===== src/rtl/io_seg_display_scan.sv =====
// rtl/io_seg_display_scan.sv - double-dabble converter and 8-digit multiplexed seven-segment scanner
// Optional macro LEADING_ZERO_BLANK_EN blanks leading zeros within each display field.
module io_seg_display_scan #(
    parameter int SCAN_DIV = 50000,
    parameter int PS_W     = 16
) (
    input  logic        clock,
    input  logic        clrn,
    input  logic [31:0] out_port0,
    input  logic [31:0] out_port1,
    input  logic [31:0] out_port2,
    output logic [7:0]  an,
    output logic [6:0]  seg,
    output logic        dp
);

    typedef enum logic [1:0] {
        S_LOAD  = 2'd0,
        S_SHIFT = 2'd1,
        S_STORE = 2'd2
    } state_t;

    localparam logic [6:0] SEG_DASH  = 7'b0111111;
    localparam logic [6:0] SEG_BLANK = 7'b1111111;

    state_t        state_q, state_d;
    logic [1:0]    ptr_q, ptr_d;
    logic [15:0]   bin_q, bin_d;
    logic [19:0]   bcd_q, bcd_d;
    logic          ovf_q, ovf_d;
    logic [3:0]    iter_q, iter_d;

    logic [7:0]    disp0_q, disp0_d;
    logic [7:0]    disp1_q, disp1_d;
    logic [15:0]   disp2_q, disp2_d;
    logic          ovf0_q, ovf0_d;
    logic          ovf1_q, ovf1_d;
    logic          ovf2_q, ovf2_d;

    logic [PS_W-1:0] ps_q, ps_d;
    logic [2:0]      idx_q, idx_d;
    logic [7:0]      an_q, an_d;
    logic [6:0]      seg_q, seg_d;

    logic [15:0]   sel_val;
    logic [19:0]   adj;
    logic          wrap;
    logic [3:0]    dig_nib;
    logic          dig_ovf;
    logic          dig_blank;
    logic          unused_hi;

    assign unused_hi = ^{out_port0[31:16], out_port1[31:16], out_port2[31:16], adj[19]};

    function automatic logic [6:0] seg_decode(input logic [3:0] n);
        case (n)
            4'd0:    seg_decode = 7'b1000000;
            4'd1:    seg_decode = 7'b1111001;
            4'd2:    seg_decode = 7'b0100100;
            4'd3:    seg_decode = 7'b0110000;
            4'd4:    seg_decode = 7'b0011001;
            4'd5:    seg_decode = 7'b0010010;
            4'd6:    seg_decode = 7'b0000010;
            4'd7:    seg_decode = 7'b1111000;
            4'd8:    seg_decode = 7'b0000000;
            4'd9:    seg_decode = 7'b0010000;
            default: seg_decode = SEG_BLANK;
        endcase
    endfunction

    always_comb begin
        case (ptr_q)
            2'd0:    sel_val = out_port0[15:0];
            2'd1:    sel_val = out_port1[15:0];
            default: sel_val = out_port2[15:0];
        endcase
    end

    always_comb begin
        adj = bcd_q;
        for (int i = 0; i < 5; i++) begin
            if (bcd_q[4*i +: 4] >= 4'd5) begin
                adj[4*i +: 4] = bcd_q[4*i +: 4] + 4'd3;
            end
        end
    end

    // Converter: display registers change only in STORE, so the scan never sees a partial field.
    always_comb begin
        state_d = state_q;
        ptr_d   = ptr_q;
        bin_d   = bin_q;
        bcd_d   = bcd_q;
        ovf_d   = ovf_q;
        iter_d  = iter_q;
        disp0_d = disp0_q;
        disp1_d = disp1_q;
        disp2_d = disp2_q;
        ovf0_d  = ovf0_q;
        ovf1_d  = ovf1_q;
        ovf2_d  = ovf2_q;
        case (state_q)
            S_LOAD: begin
                bin_d   = sel_val;
                bcd_d   = 20'd0;
                ovf_d   = (ptr_q == 2'd2) ? (sel_val > 16'd9999) : (sel_val > 16'd99);
                iter_d  = 4'd0;
                state_d = S_SHIFT;
            end
            S_SHIFT: begin
                {bcd_d, bin_d} = {adj[18:0], bin_q, 1'b0};
                iter_d = iter_q + 4'd1;
                if (iter_q == 4'd15) begin
                    state_d = S_STORE;
                end
            end
            S_STORE: begin
                case (ptr_q)
                    2'd0: begin
                        disp0_d = bcd_q[7:0];
                        ovf0_d  = ovf_q;
                        ptr_d   = 2'd1;
                    end
                    2'd1: begin
                        disp1_d = bcd_q[7:0];
                        ovf1_d  = ovf_q;
                        ptr_d   = 2'd2;
                    end
                    2'd2: begin
                        disp2_d = bcd_q[15:0];
                        ovf2_d  = ovf_q;
                        ptr_d   = 2'd0;
                    end
                    default: ptr_d = 2'd0;
                endcase
                state_d = S_LOAD;
            end
            default: begin
                state_d = S_LOAD;
                ptr_d   = 2'd0;
            end
        endcase
    end

    always_comb begin
        wrap  = (ps_q == PS_W'(SCAN_DIV - 1));
        ps_d  = wrap ? '0 : ps_q + PS_W'(1);
        idx_d = wrap ? idx_q + 3'd1 : idx_q;
    end

    // Digit 7 is the leftmost; index selects field and nibble for the upcoming slot.
    always_comb begin
        case (idx_d)
            3'd7:    begin dig_nib = disp0_q[7:4];   dig_ovf = ovf0_q; end
            3'd6:    begin dig_nib = disp0_q[3:0];   dig_ovf = ovf0_q; end
            3'd5:    begin dig_nib = disp1_q[7:4];   dig_ovf = ovf1_q; end
            3'd4:    begin dig_nib = disp1_q[3:0];   dig_ovf = ovf1_q; end
            3'd3:    begin dig_nib = disp2_q[15:12]; dig_ovf = ovf2_q; end
            3'd2:    begin dig_nib = disp2_q[11:8];  dig_ovf = ovf2_q; end
            3'd1:    begin dig_nib = disp2_q[7:4];   dig_ovf = ovf2_q; end
            default: begin dig_nib = disp2_q[3:0];   dig_ovf = ovf2_q; end
        endcase
    end

`ifdef LEADING_ZERO_BLANK_EN
    // A digit blanks when it and every more significant digit of its field is zero.
    always_comb begin
        case (idx_d)
            3'd7:    dig_blank = (disp0_q[7:4] == 4'd0);
            3'd5:    dig_blank = (disp1_q[7:4] == 4'd0);
            3'd3:    dig_blank = (disp2_q[15:12] == 4'd0);
            3'd2:    dig_blank = (disp2_q[15:8] == 8'd0);
            3'd1:    dig_blank = (disp2_q[15:4] == 12'd0);
            default: dig_blank = 1'b0;
        endcase
    end
`else
    assign dig_blank = 1'b0;
`endif

    always_comb begin
        an_d  = an_q;
        seg_d = seg_q;
        if (wrap) begin
            an_d = ~(8'b1 << idx_d);
            if (dig_ovf) begin
                seg_d = SEG_DASH;
            end else if (dig_blank) begin
                seg_d = SEG_BLANK;
            end else begin
                seg_d = seg_decode(dig_nib);
            end
        end
    end

    always_ff @(posedge clock or negedge clrn) begin
        if (!clrn) begin
            state_q <= S_LOAD;
            ptr_q   <= 2'd0;
            bin_q   <= 16'd0;
            bcd_q   <= 20'd0;
            ovf_q   <= 1'b0;
            iter_q  <= 4'd0;
            disp0_q <= 8'd0;
            disp1_q <= 8'd0;
            disp2_q <= 16'd0;
            ovf0_q  <= 1'b0;
            ovf1_q  <= 1'b0;
            ovf2_q  <= 1'b0;
            ps_q    <= '0;
            idx_q   <= 3'd7;
            an_q    <= 8'hFF;
            seg_q   <= 7'h7F;
        end else begin
            state_q <= state_d;
            ptr_q   <= ptr_d;
            bin_q   <= bin_d;
            bcd_q   <= bcd_d;
            ovf_q   <= ovf_d;
            iter_q  <= iter_d;
            disp0_q <= disp0_d;
            disp1_q <= disp1_d;
            disp2_q <= disp2_d;
            ovf0_q  <= ovf0_d;
            ovf1_q  <= ovf1_d;
            ovf2_q  <= ovf2_d;
            ps_q    <= ps_d;
            idx_q   <= idx_d;
            an_q    <= an_d;
            seg_q   <= seg_d;
        end
    end

    assign an  = an_q;
    assign seg = seg_q;
    assign dp  = 1'b1;

endmodule


===== config.mk =====
export PLATFORM = sky130hd
export DESIGN_NAME = io_seg_display_scan
export DESIGN_NICKNAME = d
export VERILOG_FILES = /design/src/rtl/io_seg_display_scan.sv
export SDC_FILE = /design/constraint.sdc
export NUM_CORES = 1
export LEC_CHECK = 0
export CORE_MARGIN = 1.5
export CORE_UTILIZATION = 52
export CTS_CLUSTER_SIZE = 24
export DETAILED_ROUTE_END_ITERATION = 8
export PLACE_DENSITY_LB_ADDON = 0.25
export SLEW_MARGIN = 5
export SYNTH_ARGS = -nofsm -noshare
export SYNTH_HDL_FRONTEND = slang
export SYNTH_SLANG_ARGS = --single-unit

===== constraint.sdc =====
create_clock -name clock -period 4.35 [get_ports clock]
set_input_delay 0.87 -clock clock [delete_from_list [all_inputs] [get_ports clock]]
set_output_delay 0.87 -clock clock [all_outputs]
set_load 0.05 [all_outputs]

==> impl_metrics.toml, run 1 <==
[critical_path]
reg2reg_to = "seg[3]$_DFFE_PN1N_"
cp_max_fo = 11
crit_slowest_cell = "or4_4"
crit_required_ns = 4.67
path_cells = "or4b_4, or4_4, mux2i_4, inv_2, mux2i_1, o311ai_1, o21ai_1, nand2b_1, mux2_1, o22a_1"
timing.reg2reg.setup_slack_ns = 0.67
reg2reg_depth = 10
worstReg2RegStart = "ps_q[7]$_DFF_PN0_"
critPathKind = "reg -> reg"
cp_top_family = "simple AND/OR/NAND/NOR gates"
worst_ep_arrival_time_ns = 4.00
critPathLaunchType = "flip-flop"
cpPeakStageDelay_ns = 0.68
endpoint_kind = "flip-flop"
worstPathBufferInverterCount = 1

[routing]
firstDrtPassIters = 4
wl_per_cell_um = 15.35
drtIter0Drc = 271
drc_errors = 0
drtAntennaViolNets = 0
vias = 4452
drt-vias-per-instance = 5.628
totalWireLength_um = 12140

[clocking]
clock_latency_ns = 0.39
cts.htree.levels = 3
cts_tree = "built"
cts_setup_buffers = 0
clk_pin_slew_worst_paths_ns = 0.11
cts_repair_resize_count = 0
cts_buffers = 9
cts_max_path_buffers = 2
clock_sinks = 110
cts-hold-fix-buffers = 0
cts_root_buffer = "clkbuf_8"

[sta]
fmax_mhz = 271.6
setup_violations = 0
slew_violations = 0
rsz0062_at_grt = "false"
fin_crit_sh_pct = 84.65
worst_pin_slew_ns = 0.9970
finalHoldViolations = 0
setup_tns_ns = 0
finClkSkew_ns = 0.008662
max_slew_margin_pct = 33.53
fin_crit_ns = 3.682

[synthesis]
synth_top_area_cell = "dfrtp_1"
ys_async_sr_fraction_pct = 100.0
synth_area_leaders = "dfrtp_1 (39%), dfstp_2 (8.1%), mux2_2 (6.8%)"
yosys.cell_types.count = 65
ys_ff_latch = 110
yosys_most_used_dff = "dfrtp_1"
syn_inst = 589
synth_top_area_share_pct = 39.46
synth_area_per_cell_sq_um = 9.906
yosysWarnings = 0
synth_nets = 699
synth_area_sq_mm = 0.005834
seq_area_frac_synth_pct = 47.57
synth_edf_count = 0

[global_route]
grt_usage_pct = 21.86
grt_max_degree = 54
grt_pass1_vias = 4404
met3_usage_pct = 3.885
grt_pass1_wl_um = 20430
antenna_found_initial = 0
globalRoute.totalOverflow = 0
met1_usage_pct = 27.64
grt_busiest_layer = "met2"
grtUsageMet2_pct = 37.90

[hold_path]
min_from = "ps_q[0]$_DFF_PN0_"
holdPathEnd = "ps_q[0]$_DFF_PN0_"
min_path_cells = 1
min_path_type = "reg -> reg"

[status]
status = "complete, no violations"

[die]
design.die.area_sq_mm = 0.01186
start_util_pct = 53.59
die_x_um = 108.9
rows = 38
dieHeight_um = 108.9
io-pin-count = 114
coreArea_sq_mm = 0.01089

[finish]
layout.nets = 756
fillers = 920
final_cell_mix = "dfrtp_1 (92), clkdlybuf4s50_1 (63), nor2_1 (62), nand2_1 (57), o21ai_0 (46)"
diodes = 0
drive_gt1_share_pct = 14.75
area_growth_pct = 17.16
final_common_cell = "dfrtp_1"

[power]
pwr-share-seq_pct = 53.3
p_comb_share_pct = 19.0
power_density_mw_per_mm2 = 349.5
vdd_drop_max_mv = 0.1743
p_sw_share_pct = 30.42
p_leak_nw = 2.838
switchingPower_uw = 726.7
clockPowerShare_pct = 27.7
p_total_mw = 2.389
p_int_mw = 1.662

[place]
portBuffers = 64
gp_congestion = 0.9034
hpwlAfterDp_um = 8850

[flow_run]
cap_violations = 0
-- power by group through the flow --
| stage | Combinational [mW] | Sequential [mW] | Clock, mW |
|---|---|---|---|
| 2_1_floorplan | 0.329 | 1.25 | 0 |
| 6_report | 0.453 | 1.27 | 0.662 |
| 3_3_place_gp | 0.428 | 1.28 | 0 |
| 5_1_grt | 0.516 | 1.30 | 0.712 |
| 3_5_place_dp | 0.457 | 1.29 | 0 |
| 4_1_cts | 0.460 | 1.27 | 0.679 |
-- cells by family (layout without fill, tap and decap cells) --
kind of cell | after synthesis | in the layout | share of synthesized area, %
xor gates and xnor gates | 23 | 23 | 3.581
other | 1 | 1 | 0.06427
adders and majority gates | 12 | 12 | 2.573
AOI/OAI and AO/OA | 138 | 138 | 14.48
buffers and inverters | 48 | 110 | 3.324
DFF | 110 | 110 | 47.57
muxes | 65 | 65 | 12.14
and+or+nand+nor | 192 | 192 | 16.28
-- area by class of cell --
class | count | area (sq um) | area share, %
timing repair buffer | 77 | 735.7 | 10.76
clock buffer | 9 | 123.9 | 1.812
multi-input combinational | 431 | 2870 | 41.99
sequential | 110 | 2775 | 40.60
tap | 140 | 175.2 | 2.563
inverter | 17 | 63.81 | 0.9336
clock inverter | 7 | 91.34 | 1.336
-- how the worst max path moves through the flow --
| stage | startpoint | endpoint | cells past startpoint |
|---|---|---|---|
| 6_report | ps_q[7]$_DFF_PN0_ | seg[3]$_DFFE_PN1N_ | 10 |
| 5_1_grt | ps_q[12]$_DFF_PN0_ | seg[3]$_DFFE_PN1N_ | 10 |
| 4_1_cts | ps_q[7]$_DFF_PN0_ | seg[3]$_DFFE_PN1N_ | 10 |
| 3_5_place_dp | ps_q[7]$_DFF_PN0_ | seg[3]$_DFFE_PN1N_ | 10 |
| 3_3_place_gp | ps_q[7]$_DFF_PN0_ | seg[3]$_DFFE_PN1N_ | 10 |
| 2_1_floorplan | ps_q[12]$_DFF_PN0_ | seg[6]$_DFFE_PN1N_ | 10 |
-- Yosys cell counts, types with 3 or more instances --
cell type / instances
clkbuf_1: 23
dfrtp_1: 92
nand2_1: 57
o211ai_1: 3
nor2_1: 62
xor2_1: 10
nand2b_1: 11
nor2b_1: 4
nand4b_1: 3
mux2i_1: 28
a31oi_1: 7
nor4_1: 3
nand4_1: 4
mux2_2: 35
o32ai_1: 3
inv_1: 16
nor3b_1: 8
a21o_1: 3
nor3_1: 3
a41oi_1: 4
buf_1: 4
nand3_1: 16
ha_1: 12
a21oi_1: 42
and3_1: 7
o21ai_0: 46
dfstp_2: 18
o22ai_1: 7
xnor2_1: 12
o31ai_1: 3
-- through the flow --
stage                     util, %  std cells  hold slack [ns]  instance area, sq um  setup slack, ns
after CTS                   62.78        791           0.4828                  6835           0.6574
final                       62.78        791           0.4859                  6835           0.6678
after detailed placement    60.80        775           0.4664                  6620           0.7166
after floorplan                 -        589           0.4251                  5834            1.151
after global placement      60.80        775           0.4424                  6620           0.7662
after global routing        62.78        791           0.4873                  6835           0.4775
-- per-layer routing --
metal	vias up	part of all wire (%)
met5	-	0
met4	0	1.8
met3	22	4.8
met2	114	49
met1	2108	45
li1	2208	-
-- registers in the layout, indices dropped and copies added, names as in the netlist --
register and count:
disp1_q 8, ovf1_q 1, an 8, iter_q 4, ovf0_q 1, disp2_q 16
ps_q 16, disp0_q 8, ovf2_q 1, bcd_q 16, ovf_q 1, state_q 2
idx_q 3, bin_q 16, seg 7, ptr_q 2
(Power assumes the default switching activity.)
==> run 2, diff against run 1 <==
==> constraint.sdc (replaced) <==
create_clock -name clock -period 3.5 [get_ports clock]
set_input_delay 0.7 -clock clock [delete_from_list [all_inputs] [get_ports clock]]
set_output_delay 0.7 -clock clock [all_outputs]
set_load 0.05 [all_outputs]
==> impl_metrics.toml, run 2 (synthesized netlist as in run 1, its figures left out) <==
[clocking]
cts_tree = "built"
cts_max_path_buffers = 2
clk_pin_slew_worst_paths_ns = 0.10
clock_sinks = 110
cts.htree.levels = 3
clock_latency_ns = 0.37
cts_root_buffer = "clkbuf_8"
cts_buffers = 9

[critical_path]
cp.depth = 9
crit_required_ns = 3.81
crit_end = "seg[6]$_DFFE_PN1N_"
endpoint_kind = "flip-flop"
critPathKind = "reg -> reg"
worst_ep_arrival_time_ns = 3.69
cp_top_family = "simple AND/OR/NAND/NOR gates"
timing.reg2reg.setup_slack_ns = 0.12
reg2reg_to = "seg[6]$_DFFE_PN1N_"
crit_slowest_cell = "or4_4"
cpPeakStageDelay_ns = 0.62
worstReg2RegStart = "ps_q[7]$_DFF_PN0_"
cp_max_fo = 6
critPathLaunchType = "flip-flop"
crit_path_start = "ps_q[7]$_DFF_PN0_"
worstPathBufferInverterCount = 1
path_cells = "or4b_4, or4_4, mux2i_4, inv_2, mux2i_2, nor3_1, o32ai_4, or3b_1, a32o_1"
reg2reg_depth = 9

[finish]
ff_latch_area_sq_mm = 0.002775
layout.nets = 773
instances_no_fill = 808
diodes = 0
fillers = 859
final_common_cell = "dfrtp_1"
drive_gt1_share_pct = 17.07
fin_util_pct = 64.20
multi_input_area_sq_mm = 0.002887
area_growth_pct = 19.82
stdcell_area_sq_mm = 0.006990
final_cell_mix = "dfrtp_1 (92), clkdlybuf4s50_1 (63), nor2_1 (62), nand2_1 (57), o21ai_0 (46)"

[place]
place_area_sq_mm = 0.006748
portBuffers = 64
gp_congestion = 0.8819
hpwlAfterDp_um = 9135
post-place-ws_ns = 0.07176
dp.cells = 791

[die]
coreArea_sq_mm = 0.01089
io-pin-count = 114
rows = 38
start_util_pct = 53.59
dieHeight_um = 108.9
die_x_um = 108.9
design.die.area_sq_mm = 0.01186

[sta]
max_slew_margin_pct = 45.21
setup_violations = 0
finalWorstSetupSlack_ns = 0.1233
finClkSkew_ns = 0.008279
fin_crit_sh_pct = 96.48
fmax_mhz = 296.1
slew_violations = 0
finalHoldViolations = 0
rsz0062_at_grt = "true"
worst_pin_slew_ns = 0.8219
fin_crit_ns = 3.377

[routing]
met1Wirelength_um = 5514
wl_met3_um = 574
top_layer = "met4"
drtIter0Drc = 297
drtAntennaViolNets = 0
met2_length_um = 6184
drt-vias-per-instance = 5.724
wl_per_cell_um = 15.50
firstDrtPassIters = 5
vias = 4625
drc_errors = 0
totalWireLength_um = 12530

[power]
p_total_mw = 2.984
vdd_drop_max_mv = 0.2231
p_leak_nw = 2.929
power_density_mw_per_mm2 = 426.8

[global_route]
grt_pass1_vias = 4573
antenna_found_initial = 0
globalRoute.totalOverflow = 0
grt_usage_pct = 22.55
grt_pass1_wl_um = 21200
grt_max_degree = 66

[hold_path]
min_path_type = "in -> async"

[status]
status = "complete, no violations"

[flow_run]
cap_violations = 0
==> run 2: report_power, final <==
group          internal (mW)  leakage (nW)  switching (mW)
clock                  0.403         0.108           0.421
sequential              1.43          1.36           0.166
combinational          0.294          1.46           0.274
total                   2.12          2.93           0.861
==> run 2: worst min-delay path by stage <==
| stage | from | endpoint | depth (start not counted) |
|---|---|---|---|
| finish | clrn | ps_q[11]$_DFF_PN0_ | 1 |
| global route | clrn | ps_q[11]$_DFF_PN0_ | 1 |
| CTS | clrn | ps_q[13]$_DFF_PN0_ | 1 |
| detailed placement | ps_q[0]$_DFF_PN0_ | ps_q[0]$_DFF_PN0_ | 1 |
| global placement | ps_q[0]$_DFF_PN0_ | ps_q[0]$_DFF_PN0_ | 1 |
| floorplan | clrn | bcd_q[0]$_DFFE_PN0P_ | 0 |
==> run 2: worst reg2reg max path, delay by kind of cell (launching register included) <==
family                 cells  cell delay, ns
AO/OA/AOI/OAI              2            0.60
flip-flops                 1            0.42
multiplexers               2            0.46
AND/OR/NAND/NOR            4            1.71
buffers and inverters      1            0.12
==> run 2: area by class of cell <==
class                   instances  area share, %
clock buffers                  10          1.826
flip-flops and latches        110          39.70
multi-input cells             431          41.29
inverters                      17         0.9128
repair buffers                 94          12.53
clock inverters                 6          1.235
well taps                     140          2.506
==> run 2: stage by stage <==
stage	setup TNS (ns)	hold slack [ns]
after global placement	0	0.4548
after global routing	-0.02376	0.4651
after detailed placement	0	0.4591
after CTS	0	0.4321
after floorplan	0	0.4044
final	0	0.4091
==> run 2: timing repair <==
item | CTS | global route
endpoints found under the setup margin | 0 | 6
gates resized for setup | 0 | 4
setup buffers | 0 | 1
hold buffers | 0 | 0
==> run 2: routing by layer <==
metal	global-route usage [%]	vias to the layer above
met5	0	-
met4	8.553	0
met3	3.467	26
met2	38.97	148
met1	28.40	2219
li1	-	2232
==> patch 1, RTL diff (settings of run 2) <==
`PS_W`: 16 -> 32.
--- a/src/rtl/io_seg_display_scan.sv
+++ b/src/rtl/io_seg_display_scan.sv
@@ -2,7 +2,7 @@
 // Optional macro LEADING_ZERO_BLANK_EN blanks leading zeros within each display field.
 module io_seg_display_scan #(
     parameter int SCAN_DIV = 50000,
-    parameter int PS_W     = 16
+    parameter int PS_W     = 32
 ) (
     input  logic        clock,
     input  logic        clrn,
Behaviour: no difference found for any inputs over 10 cycles, from zero or initial values; that may be too few to reach the edited logic, so the function may still have changed.
==> patch 1 against run 2 <==
Area after synthesis rose by 16%. Worst setup slack improved by 0.15 ns. First-iteration DRC count rose by 1.7%. Largest power group is now clock. Via count rose by 16%. Total power rose by 40%. Final area rose by 18%. Routed wire length rose by 19%. Core utilization rose by 1.0 points. Sequential share of layout area fell by 1.3 points. Sequential cell count rose by 16. Clock skew fell by 0.0024 ns.
==> patch 1: results (changes against run 2) <==
- Synth Area in Adders: 2.22% (was 2.57%)
- Leakage power total: 3.50 nW (was 2.93 nW)
- The H-tree depth is 4 (was 3).
* Highest ir drop seen on vdd: 0.306 mV (was 0.223 mV)
* Violation count after the first detailed-route iteration: 302 (was 297)
- The routed length on met1 is 6560 um (was 5510 um).
- Outcome: completed (unchanged).
* Met3 global-route usage: 5.20% (was 3.47%)
- Total of fill cells in the finished design: 1,029 (was 859)
* Vias in the first global route: 5,192 (was 4,573)
- Largest net degree at the start of global routing: 94 (was 66)
- Detail Route met2 WL: 7370 um (was 6180 um)
- Via density per instance: 5.73 (was 5.72)
- Critical Path AT: 3.59 ns (was 3.69 ns)
- The xor and xnor area share after synthesis is 5.03% (was 3.58%).
- The post-synthesis compound-gate area fraction is 14.1% (was 14.5%).
- The family of cells with the greatest summed delay on the critical path is compound AO/OA/AOI/OAI gates (was simple AND/OR/NAND/NOR gates).
- The slew at the pin closest to its max-slew limit came to 0.885 ns (was 0.822 ns).
* Amount of wire on met3 after detailed routing: 608 um (was 574 um)
- Global-route track usage on met2: 39.1% (was 39.0%)
- The clock-pin transition on the worst setup and hold timing paths came to 0.06 ns (was 0.10 ns).
- The clock skew was 0.00588 ns (was 0.00828 ns).
* Switching share of power: 26.5% (was 28.9%)
- The global placer's final weighted congestion is 0.900 (was 0.882).
- The share of synthesized area spent on multiplexers was 11.0% (was 12.1%).
* Distinct cell type count after synthesis: 70 (was 65)
* Wire length per cell: 15.8 um (was 15.5 um)
* Final HPWL from detailed placement: 10,500 um (was 9140 um)
- Nets in the synthesized netlist: 794 (was 699)
* Net count reported at finish: 866 (was 773)
- The total global-route track usage was 23.6% (was 22.6%).
* Ranking of synthesized cells by instance count: 108 x sky130_fd_sc_hd__dfrtp_1, 69 x sky130_fd_sc_hd__nor2_1, 64 x sky130_fd_sc_hd__nand2_1 (was 92 x sky130_fd_sc_hd__dfrtp_1, 62 x sky130_fd_sc_hd__nor2_1, 57 x sky130_fd_sc_hd__nand2_1)
- The worst-case register-to-register setup slack was 0.27 ns (was 0.12 ns).
* Highest net fanout along the worst path: 5 (was 6)
- The fraction of final layout cells with drive strength greater than 1 is 17.0% (was 17.1%).
- Biggest cell delay along the critical path: 0.53 ns (was 0.62 ns)
- The first-pass GRT wire length came to 24,900 um (was 21,200 um).
* Clock latency reported for the late side of the worst-skew pair: 0.43 ns (was 0.37 ns)
patch 1: power groups by stage:
| stage | clock network (mW) | logic, mW | registers, mW |
|---|---|---|---|
| 2_1_floorplan | 0 | 0.433 | 1.74 |
| 3_3_place_gp | 0 | 0.564 | 1.79 |
| 3_5_place_dp | 0 | 0.605 | 1.80 |
| 4_1_cts | 1.81 | 0.612 | 1.78 |
| 5_1_grt | 1.88 | 0.687 | 1.80 |
| 6_report | 1.80 | 0.609 | 1.78 |
patch 1: logic make-up after synthesis:
kind of cell             Yosys count
XOR/XNOR                          38
multiplexers                      67
buffers and inverters             61
AND/OR/NAND/NOR                  226
AO/OA/AOI/OAI                    153
other                              1
adder cells (fa/ha/maj)           12
flip-flops                       126
patch 1: area by class of cell:
cell class                      count  area (um^2)  share of cell area (%)
Timing Repair Buffer               88          831                    10.1
Tap cell                          172          215                    2.60
Sequential cell                   126         3180                    38.4
Inverter                           26         98.8                    1.20
Multi-Input combinational cell    497         3340                    40.4
Clock inverter                     11          140                    1.70
Clock buffer                       21          460                    5.57
patch 1: repair_timing:
action                     CTS  global route
setup endpoints to repair    0             3
hold buffers                 0             0
gates resized for setup      0             2
patch 1: stage by stage:
stage,setup WS [ns],instances,cell area (um^2),util [%],hold WS [ns]
5_1_grt,0.0618,941,8260,65.2,0.252
3_3_place_gp,0.263,909,7650,60.4,0.442
3_5_place_dp,0.211,909,7650,60.4,0.450
4_1_cts,0.158,941,8260,65.2,0.229
6_report,0.272,941,8260,65.2,0.215
2_1_floorplan,0.409,684,6760,-,0.404
patch 1: final timing paths:
path / cells past startpoint / endpoint
setup / recovery: 11 / seg[5]
hold / removal: 1 / ps_q[22]
setup reg to reg: 11 / seg[5]
hold reg to reg: 2 / an[2]
max in group asynchronous: 2 / seg[1]
min in group clock: 2 / an[2]
==> patch 2, RTL diff (flow settings as in run 2) <==
Made on the original files. Encoding of `state_t`: now one-hot (3 bits for 3 states).
--- a/src/rtl/io_seg_display_scan.sv
+++ b/src/rtl/io_seg_display_scan.sv
@@ -14,10 +14,10 @@
     output logic        dp
 );
 
-    typedef enum logic [1:0] {
-        S_LOAD  = 2'd0,
-        S_SHIFT = 2'd1,
-        S_STORE = 2'd2
+    typedef enum logic [2:0] {
+        S_LOAD  = 3'b001,
+        S_SHIFT = 3'b010,
+        S_STORE = 3'b100
     } state_t;
 
     localparam logic [6:0] SEG_DASH  = 7'b0111111;
Check against the original RTL: same outputs for any inputs over 10 cycles, from zero or initial values; not proved beyond that.
==> patch 2 against run 2 <==
Routed wire length decreased by 0.64%. Clock power fell by 7.3%. Fmax grew 2.6%. Final area fell by 1.6%. Critical endpoint is now seg[3]. Worst setup slack improved by 0.086 ns. Sequential cell count grew 1. Area after synthesis down 0.88%. Total power decreased by 3.1%.
==> patch 2: results (changes against run 2) <==
- The post-synthesis compound-gate area fraction is 16.5% (was 14.5%).
- The post-layout net count was 747 (was 773).
- Synth Area in Adders: 2.60% (was 2.57%)
- Final weighted congestion in routability-driven placement: 0.883 (was 0.882)
- Largest cells by area after synthesis: sky130_fd_sc_hd__dfrtp_1 40%, sky130_fd_sc_hd__dfstp_2 8.6%, sky130_fd_sc_hd__mux2_2 6.6%, sky130_fd_sc_hd__mux2i_1 4.2%, sky130_fd_sc_hd__o21ai_0 4.0% (was sky130_fd_sc_hd__dfrtp_1 39%, sky130_fd_sc_hd__dfstp_2 8.1%, sky130_fd_sc_hd__mux2_2 6.8%, sky130_fd_sc_hd__mux2i_1 4.8%, sky130_fd_sc_hd__nor2_1 4.0%)
- The first-pass iteration count of the detailed router was 4 (was 5).
- Amount of wire on met3 after detailed routing: 425 um (was 574 um)
- The clock skew was 0.00767 ns (was 0.00828 ns).
- The final design utilization was 63.4% (was 64.2%).
- Part of the Yosys area used for sequential elements: 48.4% (was 47.6%)
- Global-route track usage on met2: 38.6% (was 39.0%)
* Number of non-filler instances in the completed layout: 782 (was 808)
* Achievable frequency: 304 MHz (was 296 MHz)
- The cell area after placement came to 0.00665 mm^2 (was 0.00675 mm^2).
- The share of synthesized area spent on multiplexers came to 11.2% (was 12.1%).
- Largest contributor to cell area by class: sequential cells (was multi-input combinational cells)
* Share of cell area taken by flip-flops and latches: 40.7% (was 39.7%)
* Slowest stage cell on the critical path: sky130_fd_sc_hd__or4b_4 (was sky130_fd_sc_hd__or4_4)
- Biggest cell delay along the critical path: 0.54 ns (was 0.62 ns)
- Ratio of cells with drive above 1 in the final layout: 18.8% (was 17.1%)
- Wire length of the first global-routing pass: 21,100 um (was 21,200 um)
* Outcome: completed (unchanged)
- The cell count after synthesis came to 562 (was 589).
- The number of combinational gates with multiple inputs is 405 (was 431).
- The met2 wire length is 6270 um (was 6180 um).
* Clock buffers and inverters, area share: 2.77% (was 3.06%)
- Highest net fanout along the worst path: 4 (was 6)
- Switching share of power: 29.2% (was 28.9%)
- The layout clock buffer count is 11 (was 10).
- The data arrival at the endpoint of the critical path was 3.59 ns (was 3.69 ns).
-- patch 2: cell types whose count changed after synthesis, sizes merged, moves of 3 or more --
| cell | before | now |
|---|---|---|
| nor2 | 62 | 45 |
| a21oi | 42 | 29 |
| a22oi | 1 | 14 |
| clkbuf | 23 | 17 |
| nor3b | 8 | 2 |
| mux2i | 29 | 24 |
| a211oi | 2 | 6 |
| a41oi | 4 | 0 |
| nand2b | 11 | 7 |
| o211ai | 3 | 7 |
| a21boi | 0 | 3 |
| buf | 8 | 11 |
-- patch 2: timing repair --
| item | 4_1_cts | 5_1_grt |
|---|---|---|
| gates resized for setup | 0 | 3 |
| setup endpoints to repair | 0 | 2 |
| buffers inserted | 0 | 4 |
-- patch 2: worst paths after layout --
kind / from / end
min in group clock: ps_q[0] / ps_q[0]
setup / recovery: ps_q[7] / seg[3]
hold reg to reg: ps_q[0] / ps_q[0]
hold / removal: clrn / disp0_q[3]
max in group asynchronous: clrn / ps_q[8]
setup reg to reg: ps_q[7] / seg[3]
